$ cat src/rtl/game_pkg.sv
// Shared types, LED encodings and schedule lookup for the level sequencer.
package game_pkg;

  typedef enum logic [2:0] {
    ST_IDLE  = 3'd0,
    ST_RUN   = 3'd1,
    ST_PAUSE = 3'd2,
    ST_WIN   = 3'd3,
    ST_LOSE  = 3'd4
  } game_state_t;

  localparam logic [2:0] LED_BARRIER = 3'b100;
  localparam logic [2:0] LED_COIN    = 3'b110;
  localparam logic [2:0] LED_NONE    = 3'b010;

  // Upper bounds for the flattened schedule and a single entry.
  localparam int unsigned SCHED_MAX_W = 4096;
  localparam int unsigned ENTRY_MAX_W = 64;

  // Returns entry k ({barrier_mask, coin_mask}) right-aligned; the caller truncates to its entry width.
  // Indices past the end of the schedule read as zero.
  function automatic logic [ENTRY_MAX_W-1:0] sched_entry(input logic [SCHED_MAX_W-1:0] sched,
                                                         input int unsigned k,
                                                         input int unsigned entry_w);
    logic [SCHED_MAX_W-1:0] shifted;
    shifted = sched >> (k * entry_w);
    return ENTRY_MAX_W'(shifted);
  endfunction

endpackage

$ cat src/rtl/frame_divider.sv
// Tick-enabled wrap counter: pulses o_wrap_c on the tick that completes DIV ticks.
module frame_divider #(
  parameter int unsigned DIV = 2
) (
  input  logic i_clk,
  input  logic i_rst_n,
  input  logic i_tick,
  input  logic i_clear,
  output logic o_wrap_c
);

  localparam int unsigned CNT_W = (DIV > 1) ? $clog2(DIV) : 1;

  logic [CNT_W-1:0] r_cnt;
  logic             w_at_top;

  assign w_at_top = (r_cnt == CNT_W'(DIV - 1));
  assign o_wrap_c = i_tick && w_at_top && !i_clear;

  // Count ticks, wrapping at DIV-1; clear has priority.
  always_ff @(posedge i_clk or negedge i_rst_n) begin
    if (!i_rst_n) begin
      r_cnt <= '0;
    end else if (i_clear) begin
      r_cnt <= '0;
    end else if (i_tick) begin
      r_cnt <= w_at_top ? '0 : r_cnt + CNT_W'(1);
    end
  end

endmodule

$ cat src/rtl/level_sequencer.sv
// Runner-game level sequencer: distance countdown, segment schedule, lane masks and run FSM.
module level_sequencer
  import game_pkg::*;
#(
  parameter int unsigned NUM_LANES      = 3,
  parameter int unsigned NUM_SEGS       = 10,
  parameter int unsigned SEG_LEN        = 20,
  parameter int unsigned TICKS_PER_UNIT = 128,
  parameter int unsigned REFRESH_DIV    = 16,
  parameter int unsigned DIST_W         = 12,
  parameter logic [NUM_SEGS*2*NUM_LANES-1:0] SCHEDULE = '0
) (
  input  logic                             i_clk,
  input  logic                             i_rst_n,
  input  logic                             i_frame_tick,
  input  logic                             i_enable,
  input  logic                             i_pause,
  input  logic                             i_zero_lives,
  input  logic [NUM_LANES-1:0]             i_coin_hit,
  input  logic [NUM_LANES-1:0]             i_barrier_hit,
  output logic [2:0]                       o_state,
  output logic [$clog2(NUM_SEGS+1)-1:0]    o_segment,
  output logic [DIST_W-1:0]                o_distance,
  output logic [NUM_LANES-1:0]             o_coin_mask,
  output logic [NUM_LANES-1:0]             o_barrier_mask,
  output logic [7:0]                       o_coin_count,
  output logic                             o_refresh,
  output logic [2:0]                       o_led
);

  localparam int unsigned SEG_W      = $clog2(NUM_SEGS + 1);
  localparam int unsigned UNIT_W     = (SEG_LEN > 1) ? $clog2(SEG_LEN) : 1;
  localparam int unsigned ENTRY_W    = 2 * NUM_LANES;
  localparam int unsigned TOTAL_DIST = NUM_SEGS * SEG_LEN;

  game_state_t          r_state, w_state_nxt;
  logic [SEG_W-1:0]     r_segment, w_segment_nxt;
  logic [UNIT_W-1:0]    r_unit, w_unit_nxt;
  logic [DIST_W-1:0]    r_distance, w_distance_nxt;
  logic [NUM_LANES-1:0] r_coin, w_coin_nxt;
  logic [NUM_LANES-1:0] r_barrier, w_barrier_nxt;
  logic [7:0]           r_coin_count, w_count_nxt;
  logic                 r_refresh, w_refresh_nxt;
  logic [2:0]           r_led, w_led_nxt;

  logic                 w_active;
  logic                 w_div_clear;
  logic                 w_tick_run;
  logic                 w_unit_wrap;
  logic                 w_refresh_wrap;
  logic                 w_seg_done;
  logic                 w_last_unit;
  logic                 w_coin_taken;
  logic [ENTRY_W-1:0]   w_entry0;
  logic [ENTRY_W-1:0]   w_entry_load;

  // A RUN cycle that actually advances the game (not leaving for IDLE, PAUSE or LOSE).
  assign w_active    = (r_state == ST_RUN) && i_enable && !i_pause && !i_zero_lives;
  assign w_div_clear = !i_enable || (r_state == ST_IDLE);
  assign w_tick_run  = i_frame_tick && w_active;

  assign w_seg_done   = w_unit_wrap && (r_unit == UNIT_W'(SEG_LEN - 1));
  assign w_last_unit  = w_unit_wrap && (r_distance == DIST_W'(1));
  assign w_coin_taken = |(r_coin & i_coin_hit);

  assign w_entry0     = ENTRY_W'(sched_entry(SCHED_MAX_W'(SCHEDULE), 0, ENTRY_W));
  assign w_entry_load = ENTRY_W'(sched_entry(SCHED_MAX_W'(SCHEDULE), 32'(r_segment) + 32'd1, ENTRY_W));

  frame_divider #(.DIV(TICKS_PER_UNIT)) u_unit_div (
    .i_clk    (i_clk),
    .i_rst_n  (i_rst_n),
    .i_tick   (w_tick_run),
    .i_clear  (w_div_clear),
    .o_wrap_c (w_unit_wrap)
  );

  frame_divider #(.DIV(REFRESH_DIV)) u_refresh_div (
    .i_clk    (i_clk),
    .i_rst_n  (i_rst_n),
    .i_tick   (w_tick_run),
    .i_clear  (w_div_clear),
    .o_wrap_c (w_refresh_wrap)
  );

  // FSM state register.
  always_ff @(posedge i_clk or negedge i_rst_n) begin
    if (!i_rst_n) r_state <= ST_IDLE;
    else          r_state <= w_state_nxt;
  end

  // FSM next state: disable wins everywhere, then lose, then pause, then win.
  always_comb begin
    w_state_nxt = r_state;
    if (!i_enable) begin
      w_state_nxt = ST_IDLE;
    end else begin
      case (r_state)
        ST_IDLE:  w_state_nxt = ST_RUN;
        ST_RUN: begin
          if (i_zero_lives)     w_state_nxt = ST_LOSE;
          else if (i_pause)     w_state_nxt = ST_PAUSE;
          else if (w_last_unit) w_state_nxt = ST_WIN;
        end
        ST_PAUSE: begin
          if (i_zero_lives)     w_state_nxt = ST_LOSE;
          else if (!i_pause)    w_state_nxt = ST_RUN;
        end
        ST_WIN, ST_LOSE: w_state_nxt = r_state;
        default:  w_state_nxt = ST_IDLE;
      endcase
    end
  end

  // Datapath next values: reinit, lose clear, or distance/segment/mask/coin update.
  always_comb begin
    w_segment_nxt  = r_segment;
    w_unit_nxt     = r_unit;
    w_distance_nxt = r_distance;
    w_coin_nxt     = r_coin;
    w_barrier_nxt  = r_barrier;
    w_count_nxt    = r_coin_count;
    w_refresh_nxt  = r_refresh;

    if (!i_enable || (r_state == ST_IDLE)) begin
      w_segment_nxt  = '0;
      w_unit_nxt     = '0;
      w_distance_nxt = DIST_W'(TOTAL_DIST);
      w_coin_nxt     = '0;
      w_barrier_nxt  = '0;
      w_refresh_nxt  = 1'b0;
      if (i_enable) begin
        w_coin_nxt    = w_entry0[NUM_LANES-1:0];
        w_barrier_nxt = w_entry0[ENTRY_W-1:NUM_LANES];
        w_count_nxt   = '0;
      end
    end else if (i_zero_lives && ((r_state == ST_RUN) || (r_state == ST_PAUSE))) begin
      w_coin_nxt    = '0;
      w_barrier_nxt = '0;
    end else if (w_active) begin
      w_coin_nxt    = r_coin & ~i_coin_hit;
      w_barrier_nxt = r_barrier & ~i_barrier_hit;
      if (w_coin_taken && (r_coin_count != 8'd255)) begin
        w_count_nxt = r_coin_count + 8'd1;
      end
      if (w_unit_wrap) begin
        w_distance_nxt = r_distance - DIST_W'(1);
        if (w_last_unit) begin
          w_segment_nxt = SEG_W'(NUM_SEGS);
          w_unit_nxt    = '0;
          w_coin_nxt    = '0;
          w_barrier_nxt = '0;
        end else if (w_seg_done) begin
          w_segment_nxt = r_segment + SEG_W'(1);
          w_unit_nxt    = '0;
          w_coin_nxt    = w_entry_load[NUM_LANES-1:0];
          w_barrier_nxt = w_entry_load[ENTRY_W-1:NUM_LANES];
        end else begin
          w_unit_nxt = r_unit + UNIT_W'(1);
        end
      end
      if (w_refresh_wrap) begin
        w_refresh_nxt = !r_refresh;
      end
    end

    w_led_nxt = LED_NONE;
    if (w_barrier_nxt != '0)   w_led_nxt = LED_BARRIER;
    else if (w_coin_nxt != '0) w_led_nxt = LED_COIN;
  end

  // Datapath registers.
  always_ff @(posedge i_clk or negedge i_rst_n) begin
    if (!i_rst_n) begin
      r_segment    <= '0;
      r_unit       <= '0;
      r_distance   <= DIST_W'(TOTAL_DIST);
      r_coin       <= '0;
      r_barrier    <= '0;
      r_coin_count <= '0;
      r_refresh    <= 1'b0;
      r_led        <= LED_NONE;
    end else begin
      r_segment    <= w_segment_nxt;
      r_unit       <= w_unit_nxt;
      r_distance   <= w_distance_nxt;
      r_coin       <= w_coin_nxt;
      r_barrier    <= w_barrier_nxt;
      r_coin_count <= w_count_nxt;
      r_refresh    <= w_refresh_nxt;
      r_led        <= w_led_nxt;
    end
  end

  assign o_state        = 3'(r_state);
  assign o_segment      = r_segment;
  assign o_distance     = r_distance;
  assign o_coin_mask    = r_coin;
  assign o_barrier_mask = r_barrier & ~i_barrier_hit;
  assign o_coin_count   = r_coin_count;
  assign o_refresh      = r_refresh;
  assign o_led          = r_led;

endmodule
$ cat config.mk
export PLATFORM = sky130hd
export DESIGN_NAME = level_sequencer
export DESIGN_NICKNAME = d
export VERILOG_FILES = /design/src/rtl/game_pkg.sv /design/src/rtl/frame_divider.sv /design/src/rtl/level_sequencer.sv
export SDC_FILE = /design/constraint.sdc
export NUM_CORES = 1
export LEC_CHECK = 0
export ABC_AREA = 1
export BUFFER_PORTS_ARGS = -buffer_cell sky130_fd_sc_hd__buf_2
export CAP_MARGIN = 20
export CORE_ASPECT_RATIO = 1.1
export CORE_MARGIN = 1
export CORE_UTILIZATION = 30
export CTS_CLUSTER_DIAMETER = 120
export DETAILED_ROUTE_END_ITERATION = 8
export SYNTH_ARGS = -nofsm -noshare
export SYNTH_HDL_FRONTEND = slang
export SYNTH_SLANG_ARGS = --single-unit
$ cat constraint.sdc
create_clock -name i_clk -period 1.8 [get_ports i_clk]
set_input_delay 0.36 -clock i_clk [delete_from_list [all_inputs] [get_ports i_clk]]
set_output_delay 0.36 -clock i_clk [all_outputs]
set_load 0.01 [all_outputs]
# Word-level counts from Yosys, hierarchy flattened
# Index checks and enable logic that the tools add are counted.
# totals
regBits,53
inputBits,12
output_inout_bits,37
wordCells,126
# op_classes
addsub,7
multipliers,1
eq_ne,14
shifts,1
muxes,52
bitwise_logic,5
reduce_logical,35
# op_table
op,count
$mux 3,20
$mux 12,4
$mux 8,5
$mux 4,9
$mux 5,6
$mux 7,3
$eq 12x1->1 const B,1
$logic_and 1x1->1,12
$pmux 3 s4,1
$sub 12x1->12 const B,1
$reduce_bool 2->1,5
$and 3x3->3,3
$reduce_and 3->1,3
$reduce_bool 3->1,3
$add 4x1->4 const B,2
$add 8x1->8 const B,1
$ne 8x8->1 const B,1
$reduce_and 4->1,2
$shr 1x8->6 const A,1
$add 7x1->7 const B,1
$eq 7x7->1 const B,1
$mul 5x2->7 const B,1
$eq 3x2->1 const B,2
$not 3->3,2
16 further kinds,25

# Longest topological paths before layout
# Gate-level depths: netlist of run 1.
# logic_depth
depth_word,17
ltp_mapped,13
mapped_depth_nobuf,13

# Modules after synthesis
# A second synthesis of run 1 with hierarchy kept.
# hier_totals
cells_unflattened,410
area_unflattened_um2,3120.5
# by_module_without_submodules
module,instances,cells_each,area_per_inst_um2,seq_area_each_um2
level_sequencer,1,332,2514.9,1031.0
frame_divider (u_unit_div),1,52,385.4,175.2
frame_divider (u_refresh_div),1,26,220.2,100.1

# Worst setup path before layout of run 1
# No wires, ideal clock.
# synth_timing
kind,reg2reg
start,register u_unit_div.r_cnt[1]
end,register r_led[2] (netlist: o_led[2])
setup_ps,120
t_arrival_ps,1519
required_ps,1680
path_slack_ps,162
path_stages_with_launch,13
n_path_buf,0
synth_period_minus_slack_ps,1638
cell_sequence,dfrtp_1 ha_1 nand2_1 nor2_2 nand3_2 nor2_8 nand2_4 nand2_1 nand2_1 nand2_1 nand2_1 nor2_2 nand2_1
# synth_via
elab_chain_cells,13
word_cells_on_any_way,21
cone_classes,eq/ne (1); mux (14); reduce/logical (6)
# synth_lines
item,line,source
"start, declared",frame_divider.sv:14,logic [CNT_W-1:0] r_cnt;
"start signal, assigned",frame_divider.sv:27,r_cnt <= w_at_top ? '0 : r_cnt + CNT_W'(1);
$eq 7x7->1 (*),frame_divider.sv:17,assign w_at_top = (r_cnt == CNT_W'(DIV - 1));
$logic_and 1x1->1 (*) (2 in a row),frame_divider.sv:18,assign o_wrap_c = i_tick && w_at_top && !i_clear;
$logic_and 1x1->1,level_sequencer.sv:62,assign w_seg_done = w_unit_wrap && (r_unit == UNIT_W'(SEG_LEN - 1));
$mux 3,level_sequencer.sv:152,end else if (w_seg_done) begin
$mux 3,level_sequencer.sv:147,if (w_last_unit) begin
$mux 3,level_sequencer.sv:145,if (w_unit_wrap) begin
$mux 3,level_sequencer.sv:139,end else if (w_active) begin
$mux 3,level_sequencer.sv:136,end else if (i_zero_lives && ((r_state == ST_RUN) || (r_state == ST_PAUSE))) begin
$mux 3,level_sequencer.sv:124,if (!i_enable || (r_state == ST_IDLE)) begin
$reduce_bool 3->1,level_sequencer.sv:168,else if (w_coin_nxt != '0) w_led_nxt = LED_COIN;
$mux 3,level_sequencer.sv:168,
$mux 3 (*),level_sequencer.sv:167,if (w_barrier_nxt != '0) w_led_nxt = LED_BARRIER;
net w_led_nxt[2],level_sequencer.sv:44,"logic [2:0] r_led, w_led_nxt;"
"end signal, assigned",level_sequencer.sv:190,r_led <= w_led_nxt;
"end, declared",level_sequencer.sv:44,
# The timed path passes the listed nets; every way through them passes the cells marked *.
# A chain may end at the register's enable or synchronous reset.

# Final worst setup path of run 1
# Same ends and word-level chain as after synthesis.

==> flow_summary.html, run 1 <==
<table>
<tr><th>Metric</th><th>Value</th></tr>
<tr><th colspan="2">Timing</th></tr>
<tr><td>Final Skew</td><td>0.01118 ns</td></tr>
<tr><td>Final Max Tran Viols</td><td>0</td></tr>
<tr><td>RSZ-0062 raised after global routing</td><td>true</td></tr>
<tr><td>Final setup violating endpoints</td><td>0</td></tr>
<tr><td>Smallest hold slack</td><td>0.02729 ns</td></tr>
<tr><td>Part of the cycle the worst path needs</td><td>99.00%</td></tr>
<tr><td>Upper clock frequency limit</td><td>0.5612 GHz</td></tr>
<tr><td>Final count of hold timing violations</td><td>0</td></tr>
<tr><td>Final total negative setup slack</td><td>0 ns</td></tr>
<tr><td>Final min period</td><td>1.782 ns</td></tr>
<tr><th colspan="2">Floorplanning</th></tr>
<tr><td>Std-Cell Core Area</td><td>0.009398 mm²</td></tr>
<tr><td>Vertical die dimension</td><td>105.3 µm</td></tr>
<tr><td>Initial cell density of the core</td><td>30.98%</td></tr>
<tr><td>Top-Level Pins</td><td>49</td></tr>
<tr><td>Number of rows in the core area</td><td>37</td></tr>
<tr><td>Width of the die</td><td>95.93 µm</td></tr>
<tr><td>Die area</td><td>0.01010 mm²</td></tr>
<tr><th colspan="2">Synthesis</th></tr>
<tr><td>Synthesized area divided by synthesized cell count</td><td>7.933 µm²</td></tr>
<tr><td>Post-synthesis sequential element count</td><td>52</td></tr>
<tr><td>Async set-or-reset flop fraction in the synthesized netlist</td><td>100.0%</td></tr>
<tr><td>Portion of the post-synthesis area used by sequential elements</td><td>44.86%</td></tr>
<tr><td>Post-Synthesis Net Count</td><td>386</td></tr>
<tr><td>Number of distinct library cell variants in the gate-level netlist after synthesis</td><td>36</td></tr>
<tr><td>Number of warnings reported in the yosys synthesis log</td><td>1</td></tr>
<tr><td>Post-Syn Area</td><td>0.002912 mm²</td></tr>
<tr><td>Fraction of synthesized cell area taken by the top area cell type</td><td>41.25%</td></tr>
<tr><td>Most area-consuming cells after synthesis</td><td>sky130_fd_sc_hd__dfrtp_1 (41%), sky130_fd_sc_hd__nand2_1 (10%), sky130_fd_sc_hd__inv_1 (6.4%), sky130_fd_sc_hd__nor2_1 (4.9%), sky130_fd_sc_hd__nand3_1 (4.1%)</td></tr>
<tr><td>Number of enable-type register cells in the synthesized netlist</td><td>0</td></tr>
<tr><td>Biggest area consumer among synthesized cells</td><td>sky130_fd_sc_hd__dfrtp_1</td></tr>
<tr><td>Dominant synthesized flop cell</td><td>sky130_fd_sc_hd__dfrtp_1</td></tr>
<tr><td>Number of instances in the synthesized netlist</td><td>367</td></tr>
<tr><th colspan="2">GRT</th></tr>
<tr><td>Vias in the first global route</td><td>2444</td></tr>
<tr><td>Aggregate global routing overflow</td><td>0</td></tr>
<tr><td>Wire length of the first global-routing pass</td><td>11350 µm</td></tr>
<tr><td>Total GRT Usage</td><td>14.41%</td></tr>
<tr><td>Maximum number of pins on one net before global-route repair</td><td>53</td></tr>
<tr><td>Initial antenna violation count</td><td>0</td></tr>
<tr><th colspan="2">Setup path</th></tr>
<tr><td>Gate family responsible for the most delay along the worst path</td><td>simple AND/OR/NAND/NOR gates</td></tr>
<tr><td>Count of cell instances traversed by the critical path</td><td>12</td></tr>
<tr><td>Crit path buf inv count</td><td>0</td></tr>
<tr><td>Worst Setup SP</td><td>u_unit_div.r_cnt[1]$_DFFE_PN0P_</td></tr>
<tr><td>Highest fanout seen on the critical path</td><td>8</td></tr>
<tr><td>Largest incremental delay on the critical path</td><td>0.38 ns</td></tr>
<tr><td>Cell-by-cell listing of the critical path</td><td>ha_2 &gt; nand2_4 &gt; nor2_4 &gt; nand3_4 &gt; nor2_8 &gt; nand2_8 &gt; nand2_1 &gt; nand2_1 &gt; nand2_1 &gt; nand2_1 &gt; nor2_2 &gt; nand2_1</td></tr>
<tr><td>Crit Path Class</td><td>reg -&gt; reg</td></tr>
<tr><td>Category of the worst setup path launch point</td><td>register</td></tr>
<tr><td>Path depth of the worst reg2reg path</td><td>12</td></tr>
<tr><td>Highest-delay cell along the critical path</td><td>sky130_fd_sc_hd__dfrtp_1</td></tr>
<tr><td>Endpoint required time on the critical path</td><td>2.01 ns</td></tr>
<tr><td>Cell repeated most along the worst path</td><td>sky130_fd_sc_hd__nand2_1</td></tr>
<tr><td>Worst EP arrival</td><td>1.99 ns</td></tr>
<tr><td>Reg-to-reg critical path startpoint</td><td>u_unit_div.r_cnt[1]$_DFFE_PN0P_</td></tr>
<tr><td>Type of element capturing the critical path</td><td>register</td></tr>
<tr><th colspan="2">Layout</th></tr>
<tr><td>Commonest cells after routing, fill and taps aside</td><td>sky130_fd_sc_hd__nand2_1 (76), sky130_fd_sc_hd__inv_1 (49), sky130_fd_sc_hd__buf_2 (47), sky130_fd_sc_hd__dfrtp_1 (47), sky130_fd_sc_hd__nor2_1 (34)</td></tr>
<tr><td>Leading cell type in the layout, fill and taps excluded</td><td>sky130_fd_sc_hd__nand2_1</td></tr>
<tr><td>Sequential cell area</td><td>0.001308 mm²</td></tr>
<tr><td>Layout area overhead</td><td>26.56%</td></tr>
<tr><td># nets final</td><td>462</td></tr>
<tr><td>Area of the multi-input gates</td><td>0.001441 mm²</td></tr>
<tr><td>Share of post-route cells with drive strength above 1</td><td>26.80%</td></tr>
<tr><td>Total of fill cells in the finished design</td><td>967</td></tr>
<tr><td>Antenna diode count</td><td>0</td></tr>
<tr><td>Final non-filler cell area</td><td>0.003685 mm²</td></tr>
<tr><th colspan="2">Pwr</th></tr>
<tr><td>IR drop worst, VDD</td><td>394.9 µV</td></tr>
<tr><td>Static leakage</td><td>0.001905 µW</td></tr>
<tr><td>Power density normalized to cell area</td><td>942.7 mW/mm²</td></tr>
<tr><td>Total power draw</td><td>3474 µW</td></tr>
<tr><th colspan="2">Min path</th></tr>
<tr><td>Worst hold path type</td><td>in -&gt; async</td></tr>
<tr><th colspan="2">Clock tree</th></tr>
<tr><td>Reg clk slew, reported paths</td><td>0.09 ns</td></tr>
<tr><td>Root Buffer</td><td>sky130_fd_sc_hd__clkbuf_8</td></tr>
<tr><td>Count of hold buffers inserted by post-cts repair</td><td>0</td></tr>
<tr><td>Clock sink count</td><td>52</td></tr>
<tr><td>Number of H-tree levels</td><td>2</td></tr>
<tr><td>Latest clock arrival within the worst-skew pair</td><td>0.31 ns</td></tr>
<tr><td>Maximum buffer depth of the clock tree</td><td>2</td></tr>
<tr><td>CTS Buf Count</td><td>5</td></tr>
<tr><td>Clock tree from TritonCTS</td><td>yes</td></tr>
<tr><th colspan="2">Routing</th></tr>
<tr><td>Ratio of routed vias to standard cells</td><td>4.750</td></tr>
<tr><td>Detailed-router iteration count before antenna repair</td><td>4</td></tr>
<tr><td>Count of routing violations after the opening detailed-route iteration</td><td>126</td></tr>
<tr><td>Number of DRC violations after detailed routing</td><td>0</td></tr>
<tr><td>Total Routed Length</td><td>7062 µm</td></tr>
<tr><td>Via count</td><td>2665</td></tr>
<tr><td>Routed wirelength normalized by instance count</td><td>12.59 µm</td></tr>
<tr><td>Remaining antenna violation count after routing</td><td>0</td></tr>
<tr><th colspan="2">Run</th></tr>
<tr><td>Count of max-cap constraint violations</td><td>0</td></tr>
<tr><th colspan="2">Place</th></tr>
<tr><td>Placed inst area</td><td>0.003428 mm²</td></tr>
<tr><td>Detail Placement HPWL</td><td>5128 µm</td></tr>
<tr><td>Count of buffers from port buffering</td><td>47</td></tr>
<tr><td>Final GP Congestion</td><td>0.8183</td></tr>
<tr><th colspan="2">Status</th></tr>
<tr><td>Outcome</td><td>completed</td></tr>
</table>
## cell type report
type | count | area share (%)
clock buffers | 6 | 1.969
clock inverters | 2 | 0.9508
inverters | 55 | 5.739
multi-input cells | 254 | 39.12
flip-flops and latches | 52 | 35.48
well taps | 117 | 3.973
repair buffers | 75 | 12.77
## repair_timing
item,in CTS,in global routing
pin swaps,0,12
setup buffers,0,9
endpoints found under the setup margin,6,23
gates resized for setup,2,22
## metrics by stage
step | utilization [%] | instances | setup slack (ns)
2_1_floorplan | - | 367 | 0.1616
3_3_place_gp | 36.48 | 544 | 0.04570
3_5_place_dp | 36.48 | 544 | -0.05488
4_1_cts | 37.70 | 552 | 0.005828
5_1_grt | 39.21 | 561 | -0.08217
6_report | 39.21 | 561 | 0.01804
## power breakdown
group          switching [µW]  internal [µW]
combinational             726            476
sequential                152           1320
clock                     390            413
total                    1270           2210
## worst paths after layout
check | to | slack [ns]
max in group asynchronous | o_led[1]$_DFF_PN1_ | 1.48
max | o_led[2]$_DFF_PN0_ | 0.02
min reg2reg | u_unit_div.r_cnt[5]$_DFFE_PN0P_ | 0.53
max reg2reg | o_led[2]$_DFF_PN0_ | 0.02
min | o_distance[9]$_DFFE_PN0P_ | 0.03
min in group i_clk | o_coin_mask[2]$_DFF_PN0_ | 0.32
## registers in the layout, summed over array words and instances, names as in the netlist
register             cells
o_coin_count             8
o_coin_mask              3
o_distance              12
o_led                    2
o_refresh                1
o_segment                4
o_state                  3
r_barrier                3
r_unit                   5
u_refresh_div.r_cnt      4
u_unit_div.r_cnt         7
## synthesized netlist by cell type, types with 4 or more instances
master / count
sky130_fd_sc_hd__a21oi_1: 11
sky130_fd_sc_hd__dfrtp_1: 48
sky130_fd_sc_hd__dfstp_2: 4
sky130_fd_sc_hd__ha_1: 7
sky130_fd_sc_hd__inv_1: 50
sky130_fd_sc_hd__inv_2: 5
sky130_fd_sc_hd__nand2_1: 80
sky130_fd_sc_hd__nand2_2: 4
sky130_fd_sc_hd__nand3_1: 24
sky130_fd_sc_hd__nand4_1: 8
sky130_fd_sc_hd__nor2_1: 38
sky130_fd_sc_hd__nor3_1: 8
sky130_fd_sc_hd__o21ai_0: 23
sky130_fd_sc_hd__o31ai_1: 9
sky130_fd_sc_hd__xnor2_1: 5
sky130_fd_sc_hd__xor2_1: 11
## layer usage
metal	global-route usage (%)	part of all wire [%]	vias up	routed length (µm)
met5	0	0	-	0
met4	4.904	1.2	0	85
met3	2.597	3.3	9	231
met2	22.91	48	59	3388
met1	19.54	48	1253	3356
li1	-	-	1344	-
## cell families (layout without fill, tap and decap cells)
| family | count (synthesis) | count (layout) | share of synthesized area, % |
|---|---|---|---|
| buffers and inverters | 61 | 138 | 8.208 |
| xor gates and xnor gates | 16 | 16 | 4.813 |
| and+or+nand+nor | 172 | 172 | 26.95 |
| other | 1 | 1 | 0.1288 |
| DFF | 52 | 52 | 44.86 |
| adders and majority gates | 7 | 7 | 3.008 |
| AOI/OAI and AO/OA | 58 | 58 | 12.03 |
No activity file was read; power rests on OpenSTA's default activity.
==> inputs of run 2 (changes only) <==
MAX_ROUTING_LAYER = met4   (was not set)
==> run 2 against run 1 <==
Against the previous run:
- global-route usage grew 0.40 points
- clock skew grew 0.0012 ns
- hold slack lost 0.0022 ns
- non-clock buffer count stayed put
- sequential share of layout area unchanged
- register-to-register slack about the same
- worst setup slack got worse by 0.0023 ns
- largest cell class unchanged
- largest power group unchanged
==> flow_summary.html, run 2 (synthesis results as in run 1) <==
<table>
<tr><th>Metric</th><th>Value</th></tr>
<tr><th colspan="2">Clock tree</th></tr>
<tr><td>Root Buffer</td><td>sky130_fd_sc_hd__clkbuf_8</td></tr>
<tr><td>Maximum buffer depth of the clock tree</td><td>2</td></tr>
<tr><td>Clock sink count</td><td>52</td></tr>
<tr><td>Number of H-tree levels</td><td>2</td></tr>
<tr><td>Reg clk slew, reported paths</td><td>0.10 ns</td></tr>
<tr><td>Count of hold buffers inserted by post-cts repair</td><td>0</td></tr>
<tr><td>Clock tree from TritonCTS</td><td>yes</td></tr>
<tr><td>CTS Buf Count</td><td>5</td></tr>
<tr><td>Latest clock arrival within the worst-skew pair</td><td>0.32 ns</td></tr>
<tr><th colspan="2">Layout</th></tr>
<tr><td>Sequential cell area</td><td>0.001308 mm²</td></tr>
<tr><td>Commonest cells after routing, fill and taps aside</td><td>sky130_fd_sc_hd__nand2_1 (76), sky130_fd_sc_hd__inv_1 (49), sky130_fd_sc_hd__buf_2 (47), sky130_fd_sc_hd__dfrtp_1 (47), sky130_fd_sc_hd__nor2_1 (34)</td></tr>
<tr><td># nets final</td><td>462</td></tr>
<tr><td>Largest register FFs</td><td>12</td></tr>
<tr><td>Layout area overhead</td><td>26.56%</td></tr>
<tr><td>Area of the multi-input gates</td><td>0.001441 mm²</td></tr>
<tr><td>Leading cell type in the layout, fill and taps excluded</td><td>sky130_fd_sc_hd__nand2_1</td></tr>
<tr><td>Antenna diode count</td><td>0</td></tr>
<tr><td>Share of post-route cells with drive strength above 1</td><td>26.80%</td></tr>
<tr><td>Total of fill cells in the finished design</td><td>967</td></tr>
<tr><th colspan="2">Setup path</th></tr>
<tr><td>Cell-by-cell listing of the critical path</td><td>ha_2 &gt; nand2_4 &gt; nor2_4 &gt; nand3_4 &gt; nor2_8 &gt; nand2_8 &gt; nand2_1 &gt; nand2_1 &gt; nand2_1 &gt; nand2_1 &gt; nor2_2 &gt; nand2_1</td></tr>
<tr><td>Category of the worst setup path launch point</td><td>register</td></tr>
<tr><td>Path depth of the worst reg2reg path</td><td>12</td></tr>
<tr><td>R2R setup slack</td><td>0.02 ns</td></tr>
<tr><td>Worst reg2reg path endpoint</td><td>o_led[2]$_DFF_PN0_</td></tr>
<tr><td>Type of element capturing the critical path</td><td>register</td></tr>
<tr><td>Highest-delay cell along the critical path</td><td>sky130_fd_sc_hd__dfrtp_1</td></tr>
<tr><td>Highest fanout seen on the critical path</td><td>8</td></tr>
<tr><td>Gate family responsible for the most delay along the worst path</td><td>simple AND/OR/NAND/NOR gates</td></tr>
<tr><td>Cell repeated most along the worst path</td><td>sky130_fd_sc_hd__nand2_1</td></tr>
<tr><td>Endpoint required time on the critical path</td><td>2.01 ns</td></tr>
<tr><td>Reg-to-reg critical path startpoint</td><td>u_unit_div.r_cnt[1]$_DFFE_PN0P_</td></tr>
<tr><td>Worst EP arrival</td><td>2.00 ns</td></tr>
<tr><td>Crit path buf inv count</td><td>0</td></tr>
<tr><td>Largest incremental delay on the critical path</td><td>0.38 ns</td></tr>
<tr><td>Crit Path Class</td><td>reg -&gt; reg</td></tr>
<tr><th colspan="2">Timing</th></tr>
<tr><td>Final setup violating endpoints</td><td>0</td></tr>
<tr><td>Final count of hold timing violations</td><td>0</td></tr>
<tr><td>Part of the cycle the worst path needs</td><td>99.13%</td></tr>
<tr><td>Smallest hold slack</td><td>0.02512 ns</td></tr>
<tr><td>Final Skew</td><td>0.01242 ns</td></tr>
<tr><td>Final Max Tran Viols</td><td>0</td></tr>
<tr><td>Final min period</td><td>1.784 ns</td></tr>
<tr><td>RSZ-0062 raised after global routing</td><td>true</td></tr>
<tr><td>Min setup slack post-route</td><td>0.01571 ns</td></tr>
<tr><td>Upper clock frequency limit</td><td>0.5604 GHz</td></tr>
<tr><th colspan="2">Routing</th></tr>
<tr><td>Count of routing violations after the opening detailed-route iteration</td><td>133</td></tr>
<tr><td>Remaining antenna violation count after routing</td><td>0</td></tr>
<tr><td>Ratio of routed vias to standard cells</td><td>4.740</td></tr>
<tr><td>Total Routed Length</td><td>7087 µm</td></tr>
<tr><td>Routed wirelength normalized by instance count</td><td>12.63 µm</td></tr>
<tr><td>Detailed-router iteration count before antenna repair</td><td>4</td></tr>
<tr><td>Via count</td><td>2659</td></tr>
<tr><td>Number of DRC violations after detailed routing</td><td>0</td></tr>
<tr><th colspan="2">Pwr</th></tr>
<tr><td>Static leakage</td><td>0.001905 µW</td></tr>
<tr><td>Power density normalized to cell area</td><td>944.0 mW/mm²</td></tr>
<tr><td>IR drop worst, VDD</td><td>395.0 µV</td></tr>
<tr><th colspan="2">Place</th></tr>
<tr><td>Detail Placement HPWL</td><td>5128 µm</td></tr>
<tr><td>Worst slack after detailed placement</td><td>-0.05488 ns</td></tr>
<tr><td>Count of buffers from port buffering</td><td>47</td></tr>
<tr><td>Final GP Congestion</td><td>0.8305</td></tr>
<tr><th colspan="2">GRT</th></tr>
<tr><td>Maximum number of pins on one net before global-route repair</td><td>53</td></tr>
<tr><td>Wire length of the first global-routing pass</td><td>11360 µm</td></tr>
<tr><td>Initial antenna violation count</td><td>0</td></tr>
<tr><td>Aggregate global routing overflow</td><td>0</td></tr>
<tr><td>Total GRT Usage</td><td>14.81%</td></tr>
<tr><td>Vias in the first global route</td><td>2446</td></tr>
<tr><th colspan="2">Min path</th></tr>
<tr><td>Worst hold path type</td><td>in -&gt; async</td></tr>
<tr><th colspan="2">Floorplanning</th></tr>
<tr><td>Die area</td><td>0.01010 mm²</td></tr>
<tr><td>Vertical die dimension</td><td>105.3 µm</td></tr>
<tr><td>Top-Level Pins</td><td>49</td></tr>
<tr><td>Number of rows in the core area</td><td>37</td></tr>
<tr><td>Width of the die</td><td>95.93 µm</td></tr>
<tr><td>Initial cell density of the core</td><td>30.98%</td></tr>
<tr><td>Std-Cell Core Area</td><td>0.009398 mm²</td></tr>
<tr><th colspan="2">Run</th></tr>
<tr><td>Count of max-cap constraint violations</td><td>0</td></tr>
<tr><th colspan="2">Status</th></tr>
<tr><td>Outcome</td><td>completed</td></tr>
</table>
run 2: cell counts in the layout (fill, tap and decap cells not counted):
Identical to the previous run, type by type.
run 2: stage by stage:
stage	area (µm²)	TNS (ns)	instances	power [µW]	util (%)
6_report	3685	0	561	3479	39.21
5_1_grt	3685	-0.3425	561	3729	39.21
4_1_cts	3543	0	552	3477	37.70
3_5_place_dp	3428	-0.1569	544	2656	36.48
3_3_place_gp	3428	0	544	2632	36.48
2_1_floorplan	2912	0	367	2168	-
run 2: worst max-delay path by stage:
stage / depth (start not counted) / to / start / slack [ns]
CTS: 12 / o_led[2]$_DFF_PN0_ / u_unit_div.r_cnt[1]$_DFFE_PN0P_ / 0.006
floorplan: 12 / o_led[2]$_DFF_PN0_ / u_unit_div.r_cnt[1]$_DFFE_PN0P_ / 0.16
global route: 11 / o_distance[7]$_DFFE_PN1P_ / u_unit_div.r_cnt[1]$_DFFE_PN0P_ / -0.08
detailed placement: 10 / o_distance[7]$_DFFE_PN1P_ / u_unit_div.r_cnt[1]$_DFFE_PN0P_ / -0.05
global placement: 11 / o_distance[7]$_DFFE_PN1P_ / u_unit_div.r_cnt[1]$_DFFE_PN0P_ / 0.05
finish: 12 / o_led[2]$_DFF_PN0_ / u_unit_div.r_cnt[1]$_DFFE_PN0P_ / 0.02
run 2: per-layer routing:
| layer | up-vias | global-route usage [%] | part of all wire (%) |
|---|---|---|---|
| li1 | 1345 | - | - |
| met1 | 1245 | 19.49 | 47 |
| met2 | 58 | 22.96 | 47 |
| met3 | 11 | 2.597 | 3.6 |
| met4 | 0 | 4.904 | 1.9 |
| met5 | - | - | 0 |
run 2: what timing repair did:
action / CTS / global route
gates resized for setup: 2 / 22
endpoints found under the setup margin: 6 / 23
pin swaps: 0 / 12
buffers inserted: 0 / 9
run 2: worst register-to-register path: stages, from the launching register on:
cell                      delay, ns
sky130_fd_sc_hd__dfrtp_1       0.38
sky130_fd_sc_hd__ha_2          0.22
sky130_fd_sc_hd__nand2_4       0.07
sky130_fd_sc_hd__nor2_4        0.15
sky130_fd_sc_hd__nand3_4       0.11
sky130_fd_sc_hd__nor2_8        0.19
sky130_fd_sc_hd__nand2_8       0.11
sky130_fd_sc_hd__nand2_1       0.08
sky130_fd_sc_hd__nand2_1       0.05
sky130_fd_sc_hd__nand2_1       0.08
sky130_fd_sc_hd__nand2_1       0.07
sky130_fd_sc_hd__nor2_2        0.13
sky130_fd_sc_hd__nand2_1       0.06
run 2: layout make-up:
cell class | instances | share of cell area, %
multi-input combinational | 254 | 39.12
sequential | 52 | 35.48
timing repair buffer | 75 | 12.77
clock buffer | 6 | 1.969
inverter | 55 | 5.739
clock inverter | 2 | 0.9508
tap | 117 | 3.973
run 2: power by group:
group          internal [µW]  switching, µW  total (µW)
combinational            476            727        1200
clock                    413            393         806
sequential              1320            153        1470
